--- src/rtl/riscv_pkg.sv ---
// Shared fetch-side definitions: FSM state encoding, fault causes and the
// instruction-buffer payload.
package riscv_pkg;

   localparam int unsigned XLEN            = 32;
   localparam int unsigned TIMEOUT_DEFAULT = 255;

   // Fetch FSM states (legacy-compatible constant encoding)
   localparam logic [2:0] ST_IDLE  = 3'd0;
   localparam logic [2:0] ST_REQ   = 3'd1;
   localparam logic [2:0] ST_WAIT  = 3'd2;
   localparam logic [2:0] ST_DRAIN = 3'd3;
   localparam logic [2:0] ST_HOLD  = 3'd4;
   localparam logic [2:0] ST_HALT  = 3'd5;

   // Fault cause carried with each buffered entry; NONE means a good fetch
   typedef logic [1:0] fault_t;
   localparam fault_t FAULT_NONE     = 2'd0;
   localparam fault_t FAULT_MISALIGN = 2'd1;
   localparam fault_t FAULT_BUS      = 2'd2;
   localparam fault_t FAULT_TIMEOUT  = 2'd3;

   typedef struct packed {
      logic [XLEN-1:0] data;
      logic [XLEN-1:0] addr;
      fault_t          cause;
   } fetch_entry_t;

endpackage

--- src/rtl/fetch_buf.sv ---
// Instruction output register for the fetch unit.
// Ports: clk/rst_n; load+entry captures a new instruction (wins over clear);
// clear empties the buffer after transfer or flush; show gates inst_valid
// combinationally so a same-cycle flush can retract it; inst_* go to decode;
// cause exposes the stored fault cause to the controller.
module fetch_buf
   import riscv_pkg::*;
(
   input  logic             clk,
   input  logic             rst_n,
   input  logic             load,
   input  fetch_entry_t     entry,
   input  logic             clear,
   input  logic             show,
   output logic             inst_valid,
   output logic [XLEN-1:0]  inst_data,
   output logic [XLEN-1:0]  inst_addr,
   output logic             inst_fault,
   output fault_t           cause
);

   fetch_entry_t entry_q;
   logic         valid_q;

   // Contents stay stable until explicitly cleared or reloaded
   always_ff @(posedge clk or negedge rst_n) begin
      if (!rst_n) begin
         entry_q <= '0;
         valid_q <= 1'b0;
      end else if (load) begin
         entry_q <= entry;
         valid_q <= 1'b1;
      end else if (clear) begin
         entry_q <= '0;
         valid_q <= 1'b0;
      end
   end

   assign inst_valid = valid_q & show;
   assign inst_data  = entry_q.data;
   assign inst_addr  = entry_q.addr;
   assign inst_fault = (entry_q.cause != FAULT_NONE);
   assign cause      = entry_q.cause;

endmodule

--- src/rtl/fetch_ctrl.sv ---
// Instruction fetch controller: one outstanding access at a time, with
// redirect flushing, misalign/bus/timeout faults and a halt-on-fault state.
// Ports: clk/rst_n; pc_addr/redirect from the PC, pc_advance back to it;
// mem_req/mem_addr/mem_gnt request channel; mem_rvalid/mem_rdata/mem_err
// response channel; inst_valid/inst_data/inst_addr/inst_fault/inst_ready
// decode handshake.
module fetch_ctrl
   import riscv_pkg::*;
#(
   parameter int unsigned TIMEOUT    = TIMEOUT_DEFAULT,
   parameter int unsigned RESET_HOLD = 1
) (
   input  logic             clk,
   input  logic             rst_n,
   input  logic [XLEN-1:0]  pc_addr,
   output logic             pc_advance,
   input  logic             redirect,
   output logic             mem_req,
   output logic [XLEN-1:0]  mem_addr,
   input  logic             mem_gnt,
   input  logic             mem_rvalid,
   input  logic [XLEN-1:0]  mem_rdata,
   input  logic             mem_err,
   output logic             inst_valid,
   output logic [XLEN-1:0]  inst_data,
   output logic [XLEN-1:0]  inst_addr,
   output logic             inst_fault,
   input  logic             inst_ready
);

   localparam int unsigned CNT_W = 8;
   // Terminal counts; counter value N-1 marks the Nth cycle in the state
   localparam logic [CNT_W-1:0] TO_LAST   = CNT_W'((TIMEOUT > 0) ? TIMEOUT - 1 : 0);
   localparam logic [CNT_W-1:0] HOLD_LAST = CNT_W'((RESET_HOLD > 0) ? RESET_HOLD - 1 : 0);

   logic [2:0]       state_q, state_d;
   logic [CNT_W-1:0] cnt_q, cnt_d;
   logic [XLEN-1:0]  addr_q, addr_d;

   logic             ent_load, ent_clear, ent_show;
   fetch_entry_t     ent_d;
   fault_t           ent_cause;

   // State, counter and latched request address
   always_ff @(posedge clk or negedge rst_n) begin
      if (!rst_n) begin
         state_q <= ST_IDLE;
         cnt_q   <= '0;
         addr_q  <= '0;
      end else begin
         state_q <= state_d;
         cnt_q   <= cnt_d;
         addr_q  <= addr_d;
      end
   end

   // Next-state and same-cycle handshake outputs
   always_comb begin
      state_d    = state_q;
      cnt_d      = cnt_q;
      addr_d     = addr_q;
      ent_load   = 1'b0;
      ent_clear  = 1'b0;
      ent_show   = 1'b0;
      ent_d      = '0;
      mem_req    = 1'b0;
      pc_advance = 1'b0;

      case (state_q)
         ST_IDLE: begin
            if (cnt_q == HOLD_LAST) begin
               state_d = ST_REQ;
               cnt_d   = '0;
            end else begin
               cnt_d = cnt_q + CNT_W'(1);
            end
         end

         ST_REQ: begin
            if (!redirect) begin
               if (pc_addr[1:0] != 2'b00) begin
                  ent_load = 1'b1;
                  ent_d    = '{data: '0, addr: pc_addr, cause: FAULT_MISALIGN};
                  state_d  = ST_HOLD;
               end else begin
                  mem_req = 1'b1;
                  if (mem_gnt) begin
                     addr_d  = pc_addr;
                     cnt_d   = '0;
                     state_d = ST_WAIT;
                  end
               end
            end
         end

         ST_WAIT: begin
            if (mem_rvalid && redirect) begin
               // Response belongs to the abandoned path
               state_d = ST_REQ;
            end else if (mem_rvalid) begin
               ent_load = 1'b1;
               if (mem_err) begin
                  ent_d = '{data: '0, addr: addr_q, cause: FAULT_BUS};
               end else begin
                  ent_d      = '{data: mem_rdata, addr: addr_q, cause: FAULT_NONE};
                  pc_advance = 1'b1;
               end
               state_d = ST_HOLD;
            end else if (redirect) begin
               state_d = ST_DRAIN;
            end else if (cnt_q == TO_LAST) begin
               // Fault is parked in the buffer until the late response drains
               ent_load = 1'b1;
               ent_d    = '{data: '0, addr: addr_q, cause: FAULT_TIMEOUT};
               state_d  = ST_DRAIN;
            end else begin
               cnt_d = cnt_q + CNT_W'(1);
            end
         end

         ST_DRAIN: begin
            if (mem_rvalid) begin
               state_d = (ent_cause == FAULT_TIMEOUT) ? ST_HOLD : ST_REQ;
            end
         end

         ST_HOLD: begin
            ent_show = !redirect;
            if (redirect) begin
               ent_clear = 1'b1;
               state_d   = ST_REQ;
            end else if (inst_ready) begin
               ent_clear = 1'b1;
               state_d   = inst_fault ? ST_HALT : ST_REQ;
            end
         end

         ST_HALT: begin
            if (redirect) begin
               state_d = ST_REQ;
            end
         end

         default: begin
            state_d = ST_IDLE;
         end
      endcase
   end

   assign mem_addr = mem_req ? pc_addr : '0;

   fetch_buf u_fetch_buf (
      .clk        (clk),
      .rst_n      (rst_n),
      .load       (ent_load),
      .entry      (ent_d),
      .clear      (ent_clear),
      .show       (ent_show),
      .inst_valid (inst_valid),
      .inst_data  (inst_data),
      .inst_addr  (inst_addr),
      .inst_fault (inst_fault),
      .cause      (ent_cause)
   );

endmodule

--- config.mk ---
export PLATFORM = sky130hd
export DESIGN_NAME = fetch_ctrl
export DESIGN_NICKNAME = d
export VERILOG_FILES = /design/src/rtl/riscv_pkg.sv /design/src/rtl/fetch_buf.sv /design/src/rtl/fetch_ctrl.sv
export SDC_FILE = /design/constraint.sdc
export NUM_CORES = 1
export LEC_CHECK = 0
export ABC_AREA = 1
export CAP_MARGIN = 20
export CORE_UTILIZATION = 47
export DETAILED_ROUTE_END_ITERATION = 12
export PLACE_DENSITY = 0.77
export SYNTH_ARGS = -nofsm -noshare
export SYNTH_HDL_FRONTEND = slang
export SYNTH_SLANG_ARGS = --single-unit
--- constraint.sdc ---
create_clock -name clk -period 2.3 [get_ports clk]
set_clock_uncertainty 0.2 [all_clocks]
set_input_delay 0.23 -clock clk [delete_from_list [all_inputs] [get_ports clk]]
set_output_delay 0.23 -clock clk [all_outputs]
set_load 0.01 [all_outputs]
==> flow_metrics.env, run 1 <==
export IMPL_status="complete, no violations"
export IMPL_p_leak_nw=4.105
export IMPL_most_common_layout_cells="268 x nand2_1, 134 x clkdlybuf4s50_1, 121 x inv_1"
export IMPL_ff2ff_path_depth=12
export IMPL_cts_made_buffers=9
export IMPL_io_buffers=168
export IMPL_slew_violations=0
export IMPL_grt_pass1_wl_mm=22.97
export IMPL_grt_start_max_net_pins=45
export IMPL_vdd_drop_max_uv=556.9
export IMPL_power_switching_w=0.002790
export IMPL_globalRouteOverflowTotal=0
export IMPL_globalRouteTotalUtil=0.2292
export IMPL_startpoint_type="flop"
export IMPL_worst_setup_path_type="reg2out"
export IMPL_postRouteWirelength_mm=13.50
export IMPL_reg2reg_from="cnt_q[0]"
export IMPL_setup_violations=0
export IMPL_period_share=0.9272
export IMPL_worst_pin_slew_ps=514.2
export IMPL_max_slew_margin=0.6572
export IMPL_p_int_w=0.004801
export IMPL_slowest_stage="dfrtp_2"
export IMPL_netSwitchingFraction=0.3675
export IMPL_drc=0
export IMPL_first_pass_iters=5
export IMPL_drv_cap=0
export IMPL_clkSinkCount=110
export IMPL_setup_tns_ps=0
export IMPL_fp_dieW_um=110.8
export IMPL_yosys_area_top_type_share=0.4948
export IMPL_via_per_inst=4.772
export IMPL_hold_slack_ps=179.3
export IMPL_finish_net_count=974
export IMPL_clockBufferDepth=2
export IMPL_synth_seq_cells=110
export IMPL_antenna_left=0
export IMPL_antenna_found_initial=0
export IMPL_synth_area_leaders="dfrtp_1 49%, nand2_1 18%, inv_1 8.2%"
export IMPL_place_hpwl_mm=9.701
export IMPL_cp_end_kind="primary output"
export IMPL_combinationalPowerShare=0.415
export IMPL_fmax_mhz=468.9
export IMPL_grt_pass1_vias=4903
export IMPL_gp_congestion=0.8948
export IMPL_crit_required_ps=1870
export IMPL_finalHoldViolCount=0
export IMPL_clock_root_buffer="clkbuf_16"
export IMPL_path_cells="nand2_4, nor2_8, nand4_4, buf_12, nor2_1, dlygate4sd2_1"
export IMPL_rsz0062_at_grt="false"
export IMPL_cellPowerDensity_nw_per_um2=984.0
export IMPL_power_frac_clock=0.201
export IMPL_initial_core_util=0.4851
export IMPL_tritoncts="yes"
export IMPL_clk_pin_slew_ps=80
export IMPL_core_um2=11470
export IMPL_yosys_warnings=0
export IMPL_rows=39
export IMPL_die_area_um2=12270
export IMPL_ys_seq_area_frac=0.4948
export IMPL_vias=5001
export IMPL_cp_arrival_ps=1700
export IMPL_ioPinCount=171
export IMPL_area_growth_syn_to_layout_pct=38.66
export IMPL_layout_drive_gt1_share=0.09061
export IMPL_crit_fanout=32
export IMPL_synthesis_area_um2=5563
export IMPL_num_antenna_cells=0
export IMPL_r2r_slack_ps=240
export IMPL_cpPeakStageDelay_ps=500
export IMPL_final_common_cell="nand2_1"
export IMPL_r2r_end="u_fetch_buf.inst_data[23]"
export IMPL_postSynthCellCount=728
export IMPL_synth_largest_area_cell="dfrtp_1"
export IMPL_ys_types=33
export IMPL_drtIter0Drc=192
export IMPL_wl_per_cell_um=12.88
export IMPL_die_h_um=110.8
export IMPL_seq_power_share=0.384
export IMPL_syn_avg_cell_area_um2=7.641
export IMPL_min_period_ps=2133
export IMPL_insertion_delay_ps=350
export IMPL_min_path_type="in2async"
export IMPL_h_tree_depth=3
-- area by class of cell --
type	count	area, um2
Timing Repair Buffer	192	1896
Tap cell	143	178.9
Clock buffer	11	252.7
Inverter	123	461.7
Multi-Input combinational cell	464	2128
Fill cell	972	3754
Sequential cell	110	2755
Clock inverter	5	41.29
-- flip-flops by register name, indices dropped and copies added, names as in the netlist --
register               flops
u_fetch_buf.inst_addr     32
cnt_q                      8
u_fetch_buf.valid_q        1
state_q                    3
addr_q                    32
u_fetch_buf.cause          2
u_fetch_buf.inst_data     32
-- critical path, delay by kind of cell (launching register included) --
| family | cells | cell delay [ps] |
|---|---|---|
| buffers and inverters | 2 | 460 |
| DFF | 1 | 500 |
| and+or+nand+nor | 4 | 390 |
-- cell usage after synthesis --
cell      number
nand3b_1       1
o211ai_1       3
buf_6          9
buf_4          9
and2_1         1
ha_1           3
o22ai_1        2
nand2_4        3
clkbuf_1       6
o21ai_1       13
inv_1        121
a22oi_1        1
dfrtp_1      110
nor2_8         2
nand3_4        1
xor2_1         2
nor2_2         1
nor2_1        48
nand4_4        1
nand3_1       17
nor3_1         1
a21oi_2        1
a21oi_1        4
nand2_1      268
buf_2          8
nand4_1        7
o21ai_0       52
nor2_4         4
conb_1         1
nand2_2       24
a21o_1         1
a31oi_1        1
inv_2          2
-- what timing repair did --
action,in CTS,in global routing
hold buffers,1,0
endpoints found under the setup margin,33,0
gates resized for setup,36,0
endpoints found under the hold margin,36,0
setup buffers,2,0
-- per-stage QoR --
stage               total power, W  std cells  setup slack, ps  instance area [um2]    util
detailed placement        0.006080       1029            64.55                 7428  0.6478
global placement          0.005978       1029            88.12                 7428  0.6478
finish                    0.007591       1048            167.4                 7714  0.6727
floorplan                 0.004710        729            540.1                 5567       -
CTS                       0.007657       1048            151.8                 7714  0.6727
global route              0.008103       1048            64.92                 7714  0.6727
-- layer usage --
layer | track usage | wire [um]
met3 | 0.03991 | 728
met4 | 0.09600 | 263
met5 | 0 | 0
met1 | 0.2898 | 5989
met2 | 0.3880 | 6513
-- worst max-delay path by stage --
stage / from / endpoint / slack, ps
global route: state_q[0] / mem_addr[12] / 60
detailed placement: mem_rvalid / pc_advance / 60
global placement: mem_rvalid / pc_advance / 90
finish: state_q[0] / mem_addr[17] / 170
floorplan: cnt_q[0] / u_fetch_buf.cause[0] / 540
CTS: state_q[0] / mem_addr[28] / 150
-- logic make-up (layout without fill, tap and decap cells) --
group,count (synthesis),in the layout,share of synthesized area
compound gates,78,78,0.07378
xor+xnor,2,2,0.003149
fa+ha+maj,3,3,0.006748
buf+inv,155,331,0.1246
flops,110,110,0.4948
other cells,1,2,0.0006741
simple gates,379,379,0.2962
-- power by group through the flow --
stage | registers (W) | clock network (W) | logic [W]
after global placement | 0.00292 | 0 | 0.00306
after floorplan | 0.00298 | 0 | 0.00173
final | 0.00292 | 0.00153 | 0.00315
after detailed placement | 0.00295 | 0 | 0.00313
after global routing | 0.00299 | 0.00163 | 0.00349
after CTS | 0.00292 | 0.00156 | 0.00318
Note: power is estimated with default switching activity, not from simulation.
==> inputs of run 2 (changes only) <==
--- a/config.mk
+++ b/config.mk
@@ -5,11 +5,11 @@
 export SDC_FILE = /design/constraint.sdc
 export NUM_CORES = 1
 export LEC_CHECK = 0
-export ABC_AREA = 1
+export ABC_AREA = 0
 export CAP_MARGIN = 20
-export CORE_UTILIZATION = 47
+export CORE_UTILIZATION = 46
 export DETAILED_ROUTE_END_ITERATION = 12
-export PLACE_DENSITY = 0.77
+export PLACE_DENSITY = 0.78
 export SYNTH_ARGS = -nofsm -noshare
 export SYNTH_HDL_FRONTEND = slang
 export SYNTH_SLANG_ARGS = --single-unit
==> flow_metrics.env, run 2 <==
export IMPL_fp_dieW_um=106.0
export IMPL_syn_avg_cell_area_um2=12.33
export IMPL_initial_core_util=0.4781
export IMPL_crit_fanout=3
export IMPL_r2r_slack_ps=-70
export IMPL_final_fill_count=814
export IMPL_grt_start_max_net_pins=56
export IMPL_ioPinCount=171
export IMPL_synth_commonest_cells="110 x dfrtp_1, 71 x a22o_1, 35 x and3_1"
export IMPL_status="complete, but fails checks"
export IMPL_worst_pin_slew_ps=530.0
export IMPL_period_share=1.029
export IMPL_clockBufferDepth=2
export IMPL_min_path_type="in2async"
export IMPL_postSynthCellCount=404
export IMPL_layout_drive_gt1_share=0.1890
export IMPL_synth_main_ff_cell="dfrtp_1"
export IMPL_synth_mux_area_frac=0.07236
export IMPL_area_growth_syn_to_layout_pct=45.93
export IMPL_synth_top_family_by_area="compound AO/OA/AOI/OAI gates"
export IMPL_slew_violations=0
export IMPL_synth_seq_cells=110
export IMPL_antenna_found_initial=0
export IMPL_vdd_drop_max_uv=725.6
export IMPL_multi_input_area_um2=2103
export IMPL_synth_largest_area_cell="dfrtp_1"
export IMPL_worst_setup_path_type="reg2reg"
export IMPL_grt_pass1_wl_mm=20.87
export IMPL_ys_types=48
export IMPL_startpoint_type="flop"
export IMPL_cp_end_kind="flop"
export IMPL_num_antenna_cells=0
export IMPL_antenna_left=0
export IMPL_most_common_layout_cells="134 x clkdlybuf4s50_1, 108 x dfrtp_1, 71 x a22o_1"
export IMPL_hold_slack_ps=175.2
export IMPL_postRouteWirelength_mm=13.15
export IMPL_cp_arrival_ps=2430
export IMPL_finish_net_count=667
export IMPL_die_area_um2=11250
export IMPL_clock_root_buffer="clkbuf_8"
export IMPL_vias=4115
export IMPL_tritoncts="yes"
export IMPL_wl_per_cell_um=17.91
export IMPL_first_pass_iters=4
export IMPL_clkSinkCount=110
export IMPL_yosysMostFrequentCell="dfrtp_1"
export IMPL_crit_required_ps=2360
export IMPL_p_total_w=0.007183
export IMPL_gp_congestion=0.8810
export IMPL_max_slew_margin=0.6466
export IMPL_place_hpwl_mm=8.916
export IMPL_synthAdderAreaFrac=0.007538
export IMPL_clk_pin_slew_ps=110
export IMPL_place_ws_ps=-29.34
export IMPL_violations="negative setup slack"
export IMPL_rows=37
export IMPL_placed_cell_area_um2=6944
export IMPL_grt_pass1_vias=4131
export IMPL_cts_made_buffers=9
export IMPL_final_cell_area_um2=7267
export IMPL_synthXorXnorAreaFrac=0.001759
export IMPL_regArea_um2=2755
export IMPL_setup_tns_ps=-128.8
export IMPL_synth_edf_count=0
export IMPL_synthArstFlopShare=1.000
export IMPL_setup_violations=2
export IMPL_globalRouteOverflowTotal=0
export IMPL_finalHoldViolCount=0
export IMPL_synthesis_area_um2=4980
export IMPL_drtIter0Drc=191
export IMPL_min_period_ps=2366
export IMPL_synth_area_leaders="dfrtp_1 55%, a22o_1 12%, mux2_2 6.1%"
export IMPL_die_h_um=106.0
export IMPL_yosys_area_share_simple=0.1018
export IMPL_yosys_warnings=0
export IMPL_h_tree_depth=3
export IMPL_drc=0
export IMPL_final_common_cell="clkdlybuf4s50_1"
export IMPL_globalRouteTotalUtil=0.2356
export IMPL_ys_seq_area_frac=0.5528
export IMPL_core_um2=10420
export IMPL_synth_compound_area_frac=0.2188
export IMPL_fin_ws_ps=-65.80
export IMPL_yosys_area_top_type_share=0.5528
export IMPL_drv_cap=0
export IMPL_via_per_inst=5.606
export IMPL_fmax_mhz=422.7
export IMPL_insertion_delay_ps=370
export IMPL_rsz0062_at_grt="true"
export IMPL_cellPowerDensity_nw_per_um2=988.5
export IMPL_io_buffers=168
export IMPL_p_leak_nw=3.678
## run 2: cell types whose count changed after synthesis, moves of 24 or more
cell	previous run	this run
inv_1	121	6
nand2_2	24	0
a21o_1	1	34
a22o_1	0	71
mux2_2	0	27
and3_1	0	35
nor2_1	48	11
o21ai_0	52	11
nand2_1	268	9
## run 2: cells by family after synthesis
family          after synthesis
compound gates              135
xor+xnor                      1
buf+inv                      38
fa+ha+maj                     3
flops                       110
simple gates                 84
other cells                   1
mux                          32
## run 2: worst max-delay path, cell delays in order (launching register included)
cell and delay [ps]:
dfrtp_1 410, inv_2 90, ha_4 120, or4b_4 480
o21ai_2 130, a31oi_1 100, a211oi_2 390, mux2_4 330
## run 2: metal layers
metal / routed length (um) / global-route usage / part of all wire
met1: 5633 / 0.3155 / 0.43
met2: 6590 / 0.3926 / 0.50
met3: 667 / 0.03188 / 0.051
met4: 257 / 0.08631 / 0.020
met5: 0 / 0 / 0
## run 2: area by class of cell
class / instances / area share
Clock buffer: 11 / 0.02083
Inverter: 6 / 0.003099
Tap cell: 136 / 0.02342
Timing Repair Buffer: 209 / 0.2770
Multi-Input combinational cell: 257 / 0.2894
Clock inverter: 5 / 0.007059
Sequential cell: 110 / 0.3791
## run 2: repair_timing
item / 4_1_cts / 5_1_grt
setup endpoints to repair: 35 / 22
endpoints found under the hold margin: 38 / 0
pin swaps: 0 / 9
resized for setup: 40 / 16
buffers inserted: 6 / 3
hold buffers: 1 / 0
gates cloned: 0 / 0
## run 2: worst paths after layout
check	startpoint	endpoint	depth (start not counted)
setup reg to reg	cnt_q[1]	state_q[0]	7
setup / recovery	cnt_q[1]	state_q[0]	7
min in group clk	mem_rdata[16]	u_fetch_buf.inst_data[16]	2
hold / removal	rst_n	u_fetch_buf.inst_addr[24]	2
max in group asynchronous	rst_n	state_q[1]	3
hold reg to reg	u_fetch_buf.inst_addr[28]	u_fetch_buf.inst_addr[28]	1
## run 2: stage by stage
| step | util | instances |
|---|---|---|
| after floorplan | - | 405 |
| after global placement | 0.6667 | 708 |
| after detailed placement | 0.6667 | 708 |
| after CTS | 0.6896 | 731 |
| after global routing | 0.6977 | 734 |
| final | 0.6977 | 734 |
## run 2: where the power goes
| part | internal, W | switching (W) | total, W |
|---|---|---|---|
| Combinational | 0.00174 | 0.00142 | 0.00316 |
| Clock | 0.000477 | 0.000697 | 0.00117 |
| Sequential | 0.00253 | 0.000318 | 0.00285 |
| Total | 0.00475 | 0.00244 | 0.00718 |
